===== src/rtl/muldiv_pkg.sv =====
// Shared types and constants for the iterative multiply/divide sequencer.
package muldiv_pkg;

  typedef enum logic [1:0] {
    IDLE  = 2'd0,
    CALC  = 2'd1,
    FIXUP = 2'd2
  } state_t;

  typedef enum logic {
    OP_MULT = 1'b0,
    OP_DIV  = 1'b1
  } op_t;

  localparam int          MD_ITER = 32;
  localparam logic [31:0] DIV0_LO = 32'hFFFF_FFFF;
  localparam logic [31:0] OVF_LO  = 32'h8000_0000;

  // Two's-complement magnitude; a no-op when the operand is treated as unsigned.
  function automatic logic [31:0] md_mag(input logic [31:0] v, input logic sgn);
    return (sgn && v[31]) ? (~v + 32'd1) : v;
  endfunction

endpackage


===== src/rtl/muldiv_step.sv =====
// One combinational iteration: shift-add multiply or restoring shift-subtract divide.
module muldiv_step
  import muldiv_pkg::*;
(
  input  op_t         op_i,
  input  logic [63:0] acc_i,
  input  logic [31:0] operand_i,
  output logic [63:0] acc_o
);

  logic [32:0] add_sum;
  logic [33:0] sub_diff;

  // Multiply: acc = {partial product, remaining multiplier bits}.
  // Divide:   acc = {partial remainder, remaining dividend / quotient bits};
  // the remainder is shifted into a 33-bit window so divisors >= 2^31 work.
  assign add_sum  = {1'b0, acc_i[63:32]} + {1'b0, operand_i};
  assign sub_diff = {1'b0, acc_i[63:31]} - {2'b00, operand_i};

  always_comb begin
    acc_o = {acc_i[62:0], 1'b0};
    if (op_i == OP_MULT) begin
      if (acc_i[0]) acc_o = {add_sum, acc_i[31:1]};
      else          acc_o = {1'b0, acc_i[63:1]};
    end else begin
      if (!sub_diff[33]) acc_o = {sub_diff[31:0], acc_i[30:0], 1'b1};
      else               acc_o = {acc_i[62:0], 1'b0};
    end
  end

endmodule


===== src/rtl/muldiv_sequencer.sv =====
// Multi-cycle MULT/MULTU/DIV/DIVU unit with HI/LO registers and core stall.
module muldiv_sequencer
  import muldiv_pkg::*;
(
  input  logic        clk,
  input  logic        reset_n,
  input  logic        start_mult,
  input  logic        start_div,
  input  logic        is_signed,
  input  logic [31:0] rs_val,
  input  logic [31:0] rt_val,
  input  logic        mfhi_sel,
  input  logic        mflo_sel,
  output logic [31:0] hi,
  output logic [31:0] lo,
  output logic        busy,
  output logic        stall,
  output logic        done,
  output state_t      dbg_state
);

  state_t      state_q;
  op_t         op_q;
  logic [5:0]  cnt_q;
  logic [63:0] acc_q;
  logic [63:0] acc_d;
  logic [31:0] operand_q;
  logic [31:0] rs_q;
  logic        prod_neg_q;
  logic        quo_neg_q;
  logic        rem_neg_q;
  logic        div0_q;
  logic        ovf_q;
  logic [31:0] hi_q;
  logic [31:0] lo_q;
  logic        busy_q;
  logic        done_q;

  logic        accept;
  logic [31:0] res_hi;
  logic [31:0] res_lo;

  // busy_q covers the commit cycle too, so the extra IDLE cycle with done
  // high still blocks a new start while the core is being stalled.
  assign accept = (state_q == IDLE) && !busy_q && (start_mult || start_div);

  muldiv_step u_step (
    .op_i      (op_q),
    .acc_i     (acc_q),
    .operand_i (operand_q),
    .acc_o     (acc_d)
  );

  always_comb begin
    res_hi = acc_q[63:32];
    res_lo = acc_q[31:0];
    if (op_q == OP_MULT) begin
      {res_hi, res_lo} = prod_neg_q ? (~acc_q + 64'd1) : acc_q;
    end else if (div0_q) begin
      res_hi = rs_q;
      res_lo = DIV0_LO;
    end else if (ovf_q) begin
      res_hi = 32'd0;
      res_lo = OVF_LO;
    end else begin
      res_lo = quo_neg_q ? (~acc_q[31:0] + 32'd1) : acc_q[31:0];
      res_hi = rem_neg_q ? (~acc_q[63:32] + 32'd1) : acc_q[63:32];
    end
  end

  always_ff @(posedge clk) begin
    if (!reset_n) begin
      state_q    <= IDLE;
      op_q       <= OP_MULT;
      cnt_q      <= 6'd0;
      acc_q      <= 64'd0;
      operand_q  <= 32'd0;
      rs_q       <= 32'd0;
      prod_neg_q <= 1'b0;
      quo_neg_q  <= 1'b0;
      rem_neg_q  <= 1'b0;
      div0_q     <= 1'b0;
      ovf_q      <= 1'b0;
      hi_q       <= 32'd0;
      lo_q       <= 32'd0;
      busy_q     <= 1'b0;
      done_q     <= 1'b0;
    end else begin
      done_q <= 1'b0;
      case (state_q)
        IDLE: begin
          busy_q <= 1'b0;
          if (accept) begin
            state_q    <= CALC;
            op_q       <= start_mult ? OP_MULT : OP_DIV;
            cnt_q      <= 6'd0;
            busy_q     <= 1'b1;
            rs_q       <= rs_val;
            // Multiply keeps the multiplier in the low half; divide the dividend.
            acc_q      <= start_mult ? {32'd0, md_mag(rt_val, is_signed)}
                                     : {32'd0, md_mag(rs_val, is_signed)};
            operand_q  <= start_mult ? md_mag(rs_val, is_signed)
                                     : md_mag(rt_val, is_signed);
            prod_neg_q <= is_signed && (rs_val[31] ^ rt_val[31]);
            quo_neg_q  <= is_signed && (rs_val[31] ^ rt_val[31]);
            rem_neg_q  <= is_signed && rs_val[31];
            div0_q     <= (rt_val == 32'd0);
            ovf_q      <= is_signed && (rs_val == 32'h8000_0000) &&
                          (rt_val == 32'hFFFF_FFFF);
          end
        end
        CALC: begin
          acc_q <= acc_d;
          cnt_q <= cnt_q + 6'd1;
          if (cnt_q == 6'(MD_ITER - 1)) state_q <= FIXUP;
        end
        FIXUP: begin
          hi_q    <= res_hi;
          lo_q    <= res_lo;
          done_q  <= 1'b1;
          state_q <= IDLE;
        end
        default: state_q <= IDLE;
      endcase
    end
  end

  assign hi        = hi_q;
  assign lo        = lo_q;
  assign busy      = busy_q;
  assign done      = done_q;
  assign dbg_state = state_q;
  assign stall     = busy_q & (mfhi_sel | mflo_sel | start_mult | start_div);

endmodule


===== config.mk =====
export PLATFORM = sky130hd
export DESIGN_NAME = muldiv_sequencer
export DESIGN_NICKNAME = d
export VERILOG_FILES = /design/src/rtl/muldiv_pkg.sv /design/src/rtl/muldiv_step.sv /design/src/rtl/muldiv_sequencer.sv
export SDC_FILE = /design/constraint.sdc
export NUM_CORES = 1
export LEC_CHECK = 0
export CORE_MARGIN = 5
export CORE_UTILIZATION = 42
export DETAILED_ROUTE_END_ITERATION = 10
export PLACE_DENSITY = 0.58
export SLEW_MARGIN = 30
export SYNTH_ARGS = -nofsm -noshare
export SYNTH_HDL_FRONTEND = slang
export SYNTH_SLANG_ARGS = --single-unit
export TNS_END_PERCENT = 50

===== constraint.sdc =====
create_clock -name clk -period 3.9 [get_ports clk]
set_input_delay 0.78 -clock clk [delete_from_list [all_inputs] [get_ports clk]]
set_output_delay 0.78 -clock clk [all_outputs]
set_load 0.005 [all_outputs]

After elaboration in Yosys (flattened, before gate mapping)
Cells that the tools add are included.
{"block": "word_totals", "output_inout_bits": 69, "elab_cells": 80, "inputBits": 71, "reg_bits": 207}
{"block": "op_classes", "bitwise_logic": 10, "reduce_logical": 15, "n_mux": 26, "add_sub_neg": 8, "n_eq_ne": 7}
{"operator": "$mux W32", "n": 12}
{"operator": "$mux W64", "n": 5}
{"operator": "$add A32 B1 Y32 const B", "n": 4}
{"operator": "$not A32 Y32", "n": 4}
{"operator": "$pmux W64 S2", "n": 1}
{"operator": "$add A64 B1 Y64 const B", "n": 1}
{"operator": "$eq A32 B32 Y1 const B", "n": 2}
{"operator": "$not A64 Y64", "n": 1}
{"operator": "$sub A33 B32 Y34", "n": 1}
{"operator": "$add A32 B32 Y33", "n": 1}
{"operator": "$logic_not A32 Y1", "n": 1}
{"operator": "$pmux W6 S2", "n": 1}
{"operator": "$logic_and A1 B1 Y1", "n": 7}
{"operator": "$add A6 B1 Y6 const B", "n": 1}
{"operator": "$eq A6 B5 Y1 const B", "n": 1}
{"operator": "$mux W6", "n": 1}
{"operator": "$reduce_and A2 Y1", "n": 3}
{"operator": "$mux W2", "n": 2}
{"operator": "$ne A2 B2 Y1 const B", "n": 2}
{"operator": "$pmux W2 S2", "n": 1}
{"operator": "$mux W1", "n": 3}
{"operator": "$or A1 B1 Y1", "n": 3}
{"operator": "$eq A2 B1 Y1 const B", "n": 1}
{"operator": "$eq A2 B2 Y1 const B", "n": 1}
{"operator": "other kinds (6)", "n": 6}

Longest topological paths before layout
{"block": "logic_depth", "ltp_word": 6, "ltp_mapped": 13, "mapped_depth_nobuf": 13}

By module
From an unflattened synthesis, not the netlist that was laid out.
{"block": "unflattened", "cells_unflattened": 2316, "area_unflattened_um2": 17317.9}
{"mod": "muldiv_sequencer", "area_each_um2": 12316.8, "instances": 1, "seq_area_each_um2": 4144.0, "cells_each": 1578}
{"mod": "muldiv_step", "area_each_um2": 5001.0, "instances": 1, "seq_area_each_um2": 0.0, "cells_each": 738}

Worst setup path before layout
No wires, ideal clock.
{"block": "synth_timing", "kind": "input port to flip-flop", "startpoint": "in rt_val[3]", "endpoint": "reg operand_q[19]", "required_ns": 3.785, "setup_time_ns": 0.115, "slack_ns": 0.654, "arrival_time_ns": 3.131, "cell_stages": 11, "n_path_buf": 2, "cell_sequence": "or3_1 -> or4_1 -> clkbuf_1 -> or4_1 -> clkbuf_1 -> o31ai_1 -> xor2_1 -> nor2_1 -> a21oi_1 -> o21ai_0 -> and2_1"}
{"block": "synth_between", "elab_chain_len": 4}
{"item": "start, declared", "line": "muldiv_sequencer.sv:11", "text": "input logic [31:0] rt_val,"}
{"item": "$not A32 Y32", "line": "muldiv_pkg.sv:21", "text": "return (sgn && v[31]) ? (~v + 32'd1) : v;"}
{"item": "$add A32 B1 Y32", "line": "muldiv_pkg.sv:21"}
{"item": "$mux W32", "line": "muldiv_pkg.sv:21"}
{"item": "$mux W32", "line": "muldiv_sequencer.sv:102", "text": "operand_q <= start_mult ? md_mag(rs_val, is_signed)"}
{"item": "end signal, assigned", "line": "muldiv_sequencer.sv:102"}
{"item": "end, declared", "line": "muldiv_sequencer.sv:27", "text": "logic [31:0] operand_q;"}
No other way between the ends.
A chain may end at the register's enable or synchronous reset.

Worst setup path in the final report
{"block": "layout_timing", "startpoint": "reg operand_q[0]", "endpoint": "reg acc_q[63]"}
{"block": "layout_between", "elab_chain_len": 4, "word_cells_on_any_way": 6, "cone_classes": "2 x add/sub; 4 x mux"}
{"item": "$sub A33 B32 Y34 / $add A32 B32 Y33 (equally long branches)", "line": "muldiv_step.sv:18, muldiv_step.sv:17"}
{"item": "$mux W64, on equally long branches", "line": "muldiv_step.sv:26, muldiv_step.sv:23"}
{"item": "$mux W64 *", "line": "muldiv_step.sv:22", "text": "if (op_i == OP_MULT) begin"}
{"item": "$pmux W64 S2 *", "line": "muldiv_sequencer.sv:90", "text": "case (state_q)"}
{"item": "end signal, assigned", "line": "muldiv_sequencer.sv:100", "text": "acc_q <= start_mult ? {32'd0, md_mag(rt_val, is_signed)}"}
{"item": "end, declared", "line": "muldiv_sequencer.sv:25", "text": "logic [63:0] acc_q;"}
Every way passes the cells marked *; elsewhere a longest branch is shown, timed or not.

==> reports/qor.yml <==
run_status:
  status: "complete, no violations"
global_route:
  antenna_found_initial: 0
  overflow: 0
  grt_max_degree: 101
  grt_pass1_vias: 17070
  grt_pass1_wl_um: 104000
  grt_usage_pct: 30.1
sta:
  timing.clock.skew_ns: 0.0267
  setup_viol: 0
  post-route-period-util_pct: 95.1
  finalHoldViolCount: 0
  fin_setup_tns_ns: 0
  fmax_mhz: 270
  drv_slew: 0
  tightest_slew_ns: 0.956
  period_minus_slack_ns: 3.71
  rsz0062_at_grt: "no"
  relSlewSlack_pct: 36.3
yosys:
  synth_commonest_cells: "nand2_1, a21oi_1, dfxtp_1"
  ys_types: 88
  syn_area_mm2: 0.0167
  synth_edf_count: 0
  synth.most_common_cell: "nand2_1"
  synthArstFlopShare_pct: 0
  seq_area_frac_synth_pct: 24.8
  synthCells: 2255
  synth_area_leaders: "dfxtp_1, xnor2_1, a21oi_1, nand2_1, o21ai_0"
  ys_seq_elements: 207
  yosysTopAreaCell: "dfxtp_1"
  syn_nets: 2398
  ys.warnings.count: 0
  yosys_most_used_dff: "dfxtp_1"
  synth.top_cell.area_share_pct: 24.8
  avgSynthCellArea_um2: 7.40
worst_setup_path:
  crit_top_cell: "buf_4"
  crit_buf_inv: 4
  regToRegStartpoint: "operand_q[0]"
  r2r_end: "acc_q[63]"
  cp_top_family: "compound AO/OA/AOI/OAI gates"
  reg2reg_slack_ns: 0.19
  path_cells: "ha_1 -> inv_1 -> fa_1 -> nor2b_1 -> o31a_1 -> o41ai_2 -> o21ai_0 -> buf_4 -> buf_4 -> a211oi_1 -> o31ai_1 -> buf_4 -> a211oi_1 -> nor4_1 -> a211o_1"
  startpoint: "operand_q[0]"
  path_max_fanout: 3
  max_stage_delay_ns: 0.46
  reg2regPathDepth: 15
  cp_slowest_cell: "o41ai_2"
  setup.worst_path.class: "reg2reg"
  cp.arrival_ns: 4.16
  cp-end-kind: "register"
  required_ns: 4.35
  crit_path_start_kind: "register"
clock_network:
  holdBufCountCts: 0
  cts.reportedPaths.clkPinSlew_ns: 0.06
  cts_setup_buffers: 0
  ctsLongestPathBuffers: 3
  cts.sinks: 207
  numCtsBuffers: 26
  cts_resized: 0
  root_buffer: "clkbuf_16"
  htreeDepth: 1
  worst_skew_pair.late_latency_ns: 0.58
  cts_tree: "built"
finish:
  syn_to_final_growth_pct: 19.2
  layout-drive-gt1-share_pct: 9.51
  insertedDiodeCount: 0
  final_nets: 2502
floorplan:
  die_area_mm2: 0.0438
  fp-row-count: 73
  initial_core_util_pct: 42.2
  core-area_mm2: 0.0395
  die_y_um: 209
  die_w_um: 209
  io_pins: 140
pwr:
  total_power_w: 0.00825
  cellLeakagePower_nw: 8.05
  irDropWorstVdd_v: 0.000262
  power.density_mw_per_mm2: 415
hold_path:
  holdPathEnd: "hi[28]"
  whs_path_depth: 2
  hp-class: "reg2reg"
  worstHoldStart: "hi[28]"
placement:
  place_hpwl_um: 52000
  portBuffers: 139
  routabilityCongestion: 0.956
detailed_routing:
  firstDrtPassIters: 5
  drc: 0
  totalWireLength_um: 68800
  ant_nets: 0
  route.vias.total: 17742
  viasPerCell: 6.12
  drt_first_iter_violations: 1548
  wl_per_cell_um: 23.7
job:
  cap_violations: 0
[routing by layer]
layer / track usage (%) / routed length, µm
met5: 0 / 0
met4: 13.6 / 3700
met3: 4.14 / 5180
met2: 48.1 / 30800
met1: 40.6 / 29100
[tightest hold or removal path, stage by stage (launching register included)]
cell and delay (ns):
dfxtp_1 0.31, nand2_1 0.05, o2bb2ai_1 0.06
[cell families (layout without fill, tap and decap cells)]
| kind of cell | count (synthesis) | count (layout) | share of synthesized area, % |
|---|---|---|---|
| simple gates | 687 | 687 | 19.5 |
| xor+xnor | 197 | 197 | 10.3 |
| flops | 207 | 207 | 24.8 |
| fa+ha+maj | 72 | 72 | 5.49 |
| mux | 56 | 56 | 3.47 |
| buf+inv | 262 | 383 | 6.07 |
| compound gates | 774 | 774 | 30.3 |
[per-stage QoR]
step	std cells	hold slack, ns	util, %	cell area, µm²	setup WS, ns
6_report	2901	0.463	50.3	19900	0.192
5_1_grt	2901	0.484	50.3	19900	0.0552
4_1_cts	2901	0.468	50.3	19900	0.197
3_5_place_dp	2856	0.457	48.0	19000	0.0638
3_3_place_gp	2856	0.454	48.0	19000	0.0891
2_1_floorplan	2255	0.443	-	16700	0.654
[placed cells by master (no fill, tap or decap), types with 43 or more instances in the layout]
cell type / count
o21ai_0: 190
dfxtp_1: 205
inv_1: 71
a21oi_1: 211
clkdlybuf4s50_1: 137
xnor2_1: 126
xor2_1: 71
ha_1: 70
nand2_1: 274
buf_4: 124
a21boi_0: 48
nand3_1: 43
nor2_1: 153
[flip-flops by register name, summed over array words and instances, names as in the netlist]
register and flops:
dbg_state 2, op_q 1, busy 1, operand_q 32, acc_q 64, done 1, rem_neg_q 1, rs_q 32
div0_q 1, ovf_q 1, lo 32, cnt_q 6, quo_neg_q 1, hi 32
[layout make-up]
class                           instances  area [µm²]
Tap cell                              525         657
Clock buffer                           34         731
Timing Repair Buffer                  265        2370
Clock inverter                         11         148
Inverter                               73         274
Sequential cell                       207        4150
Fill cell                            3951       19700
Multi-Input combinational cell       1786       11600
[where the power goes]
group / switching [W] / internal, W / total [W]
clock: 0.00107 / 0.00146 / 0.00253
sequential: 0.000251 / 0.00226 / 0.00251
combinational: 0.00196 / 0.00125 / 0.00321
[how the worst max path moves through the flow]
stage / end / slack (ns) / depth (start not counted)
finish: acc_q[63] / 0.19 / 15
global route: acc_q[63] / 0.06 / 15
CTS: acc_q[63] / 0.20 / 15
detailed placement: operand_q[19] / 0.06 / 10
global placement: operand_q[29] / 0.09 / 10
floorplan: operand_q[19] / 0.65 / 11
Note: power is estimated with default switching activity, not from simulation.
